$ cat src/rtl/sdram_arbiter.sv
// Two-port SDRAM arbiter: a play-side reader and a record-side writer share one Avalon-MM master.
// Define SDRAM_ARB_PLAY_PRIO_EN to give play fixed priority on ties; otherwise ties alternate round-robin.
`timescale 1ns/1ps

module sdram_arbiter (
    input  logic        i_clk,
    input  logic        i_rst_n,

    input  logic        play_read,
    input  logic [22:0] play_addr,
    output logic [31:0] play_readdata,
    output logic        play_sdram_finished,

    input  logic        rec_write,
    input  logic [22:0] rec_addr,
    input  logic [31:0] rec_writedata,
    output logic        rec_sdram_finished,

    output logic [22:0] sdram_addr,
    output logic        sdram_read,
    output logic        sdram_write,
    output logic [31:0] sdram_writedata,
    input  logic [31:0] sdram_readdata,
    input  logic        sdram_readdatavalid,
    input  logic        sdram_waitrequest,

    output logic        grant_play
);

    typedef enum logic [2:0] {
        IDLE,
        RD_REQ,
        RD_WAIT,
        WR_REQ,
        WR_DONE,
        RD_DONE
    } state_t;

    state_t      state, state_n;
    logic [1:0]  rst_sync;
    logic        rst_n;
    logic        prefer_play;
    logic        grant_rd;
    logic        grant_wr;
    logic        capture;
    logic [22:0] addr_q;
    logic [31:0] wdata_q;

    // NOTE: assertion is asynchronous, release is retimed through two flops so the FSM
    // never sees a reset edge close to the clock.
    always_ff @(posedge i_clk or negedge i_rst_n) begin
        if (!i_rst_n) begin
            rst_sync <= 2'b00;
        end else begin
            rst_sync <= {rst_sync[0], 1'b1};
        end
    end

    assign rst_n = rst_sync[1];

    // grant_play doubles as the round-robin pointer: it remembers who was served last.
`ifdef SDRAM_ARB_PLAY_PRIO_EN
    assign prefer_play = 1'b1;
`else
    assign prefer_play = ~grant_play;
`endif

    // NOTE: every variable gets its default before the case, so no path leaves one
    // unassigned and no latch is inferred.
    always_comb begin
        state_n  = state;
        grant_rd = 1'b0;
        grant_wr = 1'b0;
        capture  = 1'b0;
        case (state)
            IDLE: begin
                if (play_read && (!rec_write || prefer_play)) begin
                    grant_rd = 1'b1;
                    state_n  = RD_REQ;
                end else if (rec_write) begin
                    grant_wr = 1'b1;
                    state_n  = WR_REQ;
                end
            end
            RD_REQ: begin
                if (!sdram_waitrequest) begin
                    if (sdram_readdatavalid) begin
                        capture = 1'b1;
                        state_n = RD_DONE;
                    end else begin
                        state_n = RD_WAIT;
                    end
                end
            end
            RD_WAIT: begin
                if (sdram_readdatavalid) begin
                    capture = 1'b1;
                    state_n = RD_DONE;
                end
            end
            WR_REQ: begin
                if (!sdram_waitrequest) begin
                    state_n = WR_DONE;
                end
            end
            WR_DONE: state_n = IDLE;
            RD_DONE: state_n = IDLE;
            default: state_n = IDLE;
        endcase
    end

    // NOTE: sequential state uses non-blocking assignments so every flop samples
    // pre-edge values regardless of statement order.
    always_ff @(posedge i_clk or negedge rst_n) begin
        if (!rst_n) begin
            state <= IDLE;
        end else begin
            state <= state_n;
        end
    end

    // Request address/data are captured at grant so requester changes cannot disturb the bus.
    always_ff @(posedge i_clk or negedge rst_n) begin
        if (!rst_n) begin
            addr_q     <= '0;
            wdata_q    <= '0;
            grant_play <= 1'b0;
        end else if (grant_rd) begin
            addr_q     <= play_addr;
            grant_play <= 1'b1;
        end else if (grant_wr) begin
            addr_q     <= rec_addr;
            wdata_q    <= rec_writedata;
            grant_play <= 1'b0;
        end
    end

    always_ff @(posedge i_clk or negedge rst_n) begin
        if (!rst_n) begin
            play_readdata <= '0;
        end else if (capture) begin
            play_readdata <= sdram_readdata;
        end
    end

    assign sdram_read          = (state == RD_REQ);
    assign sdram_write         = (state == WR_REQ);
    assign sdram_addr          = addr_q;
    assign sdram_writedata     = wdata_q;
    assign play_sdram_finished = (state == RD_DONE);
    assign rec_sdram_finished  = (state == WR_DONE);

endmodule

$ cat config.mk
export PLATFORM = sky130hd
export DESIGN_NAME = sdram_arbiter
export DESIGN_NICKNAME = d
export VERILOG_FILES = /design/src/rtl/sdram_arbiter.sv
export SDC_FILE = /design/constraint.sdc
export NUM_CORES = 1
export LEC_CHECK = 0
export CORE_MARGIN = 3
export CORE_UTILIZATION = 31
export DETAILED_ROUTE_END_ITERATION = 12
export GPL_TIMING_DRIVEN = 1
export PLACE_DENSITY = 0.68
export SKIP_LAST_GASP = 1
export SYNTH_ARGS = -nofsm -noshare
export SYNTH_HDL_FRONTEND = slang
export SYNTH_SLANG_ARGS = --single-unit
$ cat constraint.sdc
create_clock -name i_clk -period 7.9 [get_ports i_clk]
set_input_delay 1.58 -clock i_clk [delete_from_list [all_inputs] [get_ports i_clk]]
set_output_delay 1.58 -clock i_clk [all_outputs]
set_load 0.01 [all_outputs]
Word level (Yosys, flattened, before mapping)
Index checks and enable logic that the tools add are counted.
{ "classes": {"n_bitwise": 2, "n_eq_ne": 9, "n_reduce_logical": 7, "n_mux": 19} }
{ "ops": {"columns": ["op", "count"], "rows": [
  ["two-way mux 23 bit", 2],
  ["two-way mux 3 bit", 6],
  ["case mux 3 bit (4 select lines)", 1],
  ["two-way mux 1 bit", 9],
  ["equality test 3 x 2 -> 1 bit, second input constant", 2],
  ["equality test 3 bit, second input constant", 2],
  ["inequality test 2 bit, second input constant", 3],
  ["AND reduction 4 bit", 1],
  ["equality test 3 x 1 -> 1 bit, second input constant", 1],
  ["zero test 3 bit", 1],
  ["inequality test 3 bit, second input constant", 1],
  ["inverter 1 bit", 2],
  ["case mux 1 bit (2 select lines)", 1],
  ["AND reduction 2 bit", 1],
  ["nonzero test 2 bit", 1],
  ["logical AND 1 bit", 1],
  ["zero test 1 bit", 1],
  ["logical OR 1 bit", 1]
]} }
{ "totals": {"output_inout_bits": 92, "regBits": 93, "inputBits": 116, "elab_cells": 43} }

Logic depth before layout (Yosys ltp)
{ "depth": {"ltp_word": 7, "depth_mapped": 5, "mapped_depth_nobuf": 3} }

Least setup slack after synthesis
No wires, ideal clock.
{ "synth_path": {"kind": "input -> register", "from": "input port sdram_readdatavalid", "to": "register play_readdata[10]", "setup_ps": 125, "n_path_buf": 1, "t_arrival_ps": 2456, "path_slack_ps": 5319, "stages": 4, "required_ps": 7775, "cell_sequence": "nor2b_1 -> o21ai_1 -> buf_2 -> mux2_2"} }
{ "synth_between": {"elab_chain_len": 3} }
{ "synth_lines": {"columns": ["element", "line", "source"], "rows": [
  ["start: declaration", "24", "input logic sdram_readdatavalid,"],
  ["two-way mux 1 bit *", "87, 96", null],
  ["two-way mux 1 bit", "86", "if (!sdram_waitrequest) begin"],
  ["case mux 1 bit (2 select lines) *", "75", "case (state)"],
  ["end signal: assignment", "142", "play_readdata <= sdram_readdata;"],
  ["end: declaration", "11", "output logic [31:0] play_readdata,"]
]} }
Mark *: on every way between the ends. The rest lies on a longest branch, timed or not.
A chain may end at the register's enable or synchronous reset.

Worst setup path in the final report
{ "layout_path": {"from": "register state[1]", "to": "output port sdram_read"} }
{ "layout_between": {"elab_chain_len": 1} }
{ "layout_lines": {"columns": ["element", "line", "source"], "rows": [
  ["start: declaration", "39", "state_t state, state_n;"],
  ["start signal: assignment", "118", "state <= state_n;"],
  ["equality test 3 x 1 -> 1 bit", "146", "assign sdram_read = (state == RD_REQ);"],
  ["end: declaration", "20", "output logic sdram_read,"]
]} }
No other way between the ends.

==> results.toml <==
[worst_setup_path]
endpoint_kind = "output pin"
cp.depth = 3
r2r.worst_path.cells = 3
crit_buf_inv = 1
crit_fanout = 11
critical-path-top-delay-family = "buffers and inverters"
critical_path_arrival_ns = 1.76
path_cells = "nor2_1, and2_1, clkdlybuf4s50_1"
required_ns = 6.32
critPathSlowestCell = "clkdlybuf4s50_1"
critPathKind = "reg2out"
r2r_slack_ns = 4.99
slowest_delay_ns = 0.54
startpoint_type = "register"

[global_routing]
grt-ovfl-total = 0
grt_max_degree = 92
grt_pass1_vias = 3292
grt.total_usage_pct = 15.7
grt_pass1_wl_um = 17700
antenna_found_initial = 0

[logic_synthesis]
ys_seq_area_share_pct = 58.2
synth-async-reset-ratio_pct = 100
synth_fp_nets = 423
syn-cell-area_um2 = 4000
syn_area_per_cell_um2 = 13.0
synth_cell_type_count = 32
synth_edf_count = 0
ys_top_cells_by_area = "dfrtp_1, mux2_4, mux2_2, o31ai_1, a21oi_1"
synth_top_area_share_pct = 58.2
yosysTopAreaCell = "dfrtp_1"
postSynthCellCount = 307
ys.flop_type = "dfrtp_1"
ys_warn_count = 0
synth_common_cells = "dfrtp_1, mux2_2, mux2_4, nor2_1"
synth.ff_latch_count = 93
synthMostInstantiatedCell = "dfrtp_1"

[floorplanning]
die-area_um2 = 14300
num_io_pins = 208
die-height_um = 120
die_w_um = 120
initial_utilization_pct = 32.5
core_um2 = 12300
rows = 40

[clocking]
cts_max_level = 3
cts_made_buffers = 9
cts-root-buf = "clkbuf_16"
cts_resized = 0
cts.clk_slew.worst_paths_ns = 0.07
cts_setup_buffers = 0
clk_latency_ns = 0.34
postCtsHoldBufs = 0
cts_tree = "built"
clk_path_buf_depth = 2
clock-sinks = 93

[sta]
slew_viol_final = 0
fin_skew_ns = 0.00865
finalSetupViolCount = 0
worst_slew_pin_slew_ns = 1.11
layout_min_cycle_time_ns = 3.34
hold_viol = 0
fmax_mhz = 299
setup_tns_ns = 0
rsz0062_at_grt = "no"
final.period_utilization_pct = 42.3
timing.slew.headroom_pct = 25.4

[final_layout]
fill_cells = 1104
num-nets-final = 622
multi_input_area_um2 = 1570
antenna_cells = 0
syn2layout_area_growth_pct = 62.2
seq_area_um2 = 2330
final_util_pct = 52.7
drive_gt1_share_pct = 16.2

[route]
wire_per_inst_um = 16.4
firstDrtPassIters = 4
vias = 3222
drc = 0
drtAntennaViolNets = 0
routed_wirelength_um = 11200
vias_per_cell = 4.75
drtIter0Drc = 160

[flow_run]
cap_viol_max_count = 0

[place]
dp_hpwl_um = 8140
gp_congestion = 0.733
portBuffers = 207

[worst_hold_path]
min_path_type = "reg2reg"
min_path_cells = 0

[power]
ir_drop_uv = 204
p_leak_nw = 2.73
total_power_mw = 2.48
p_per_area_nw_per_um2 = 383

[status]
status = "finished clean"
-- layout by cell type (no fill, tap or decap), drive strengths merged, types with 2 or more instances in the layout --
master	n
nor3b	2
nor2b	4
dfrtp	93
mux2	64
clkbuf	11
a21o	2
o31ai	24
o21ai	26
clkdlybuf4s50	207
buf	2
nor2	27
nand2	5
a21oi	24
clkinv	3
-- power breakdown --
group	leakage [nW]	internal [mW]	total, mW	switching, mW
Sequential	1.12	0.712	0.851	0.138
Clock	0.139	0.244	0.418	0.174
Combinational	1.47	0.731	1.21	0.484
-- worst reg2reg max path: stages, from the launching register on --
cell	delay [ns]
dfrtp_1	0.54
nor3_4	0.94
nand3_4	0.74
mux2_1	0.57
-- path summary, 6_finish.rpt --
kind	from	end
worst max-delay path	state[1]	sdram_read
worst min-delay path	rst_sync[0]	rst_sync[1]
worst max register to register	state[0]	sdram_writedata[8]
worst min register to register	rst_sync[0]	rst_sync[1]
max in group asynchronous	i_rst_n	rst_sync[1]
min in group asynchronous	rst_sync[1]	play_readdata[17]
-- final cells by class --
type                       instances  area share (%)
tap                              168            3.24
sequential                        93            35.9
clock buffer                      11            3.59
clock inverter                     5           0.810
timing repair buffer             209            32.2
multi-input combinational        193            24.2
-- state kept, by name (all words and copies together), names as in the netlist --
name / cells
state: 3
sdram_writedata: 32
grant_play: 1
sdram_addr: 23
rst_sync: 2
play_readdata: 32
-- routing by layer --
metal  track usage [%]  vias to the layer above  wire [um]
met5                 0                        -          0
met4              4.94                        0        140
met3              6.74                       11       1090
met2              25.0                      143       5310
met1              19.4                     1576       4620
li1                  -                     1492          -
-- metrics by stage --
step           instances  setup slack, ns  hold WS (ns)  area (um2)
4_1_cts              679             4.54         0.352        6490
2_1_floorplan        307             5.12         0.331        4000
6_report             679             4.56         0.350        6490
5_1_grt              679             4.44         0.354        6490
3_3_place_gp         663             4.34         0.338        6200
3_5_place_dp         663             4.25         0.337        6200
-- logic make-up (layout without fill, tap and decap cells) --
logic type      Yosys count  after routing  share of synthesized area [%]
flops                    93             93                           58.2
other cells               1              1                         0.0938
simple gates             45             45                           5.70
compound gates           83             83                           12.6
mux                      64             64                           20.6
buf+inv                  21            225                           2.85
Note: power is estimated with default switching activity, not from simulation.
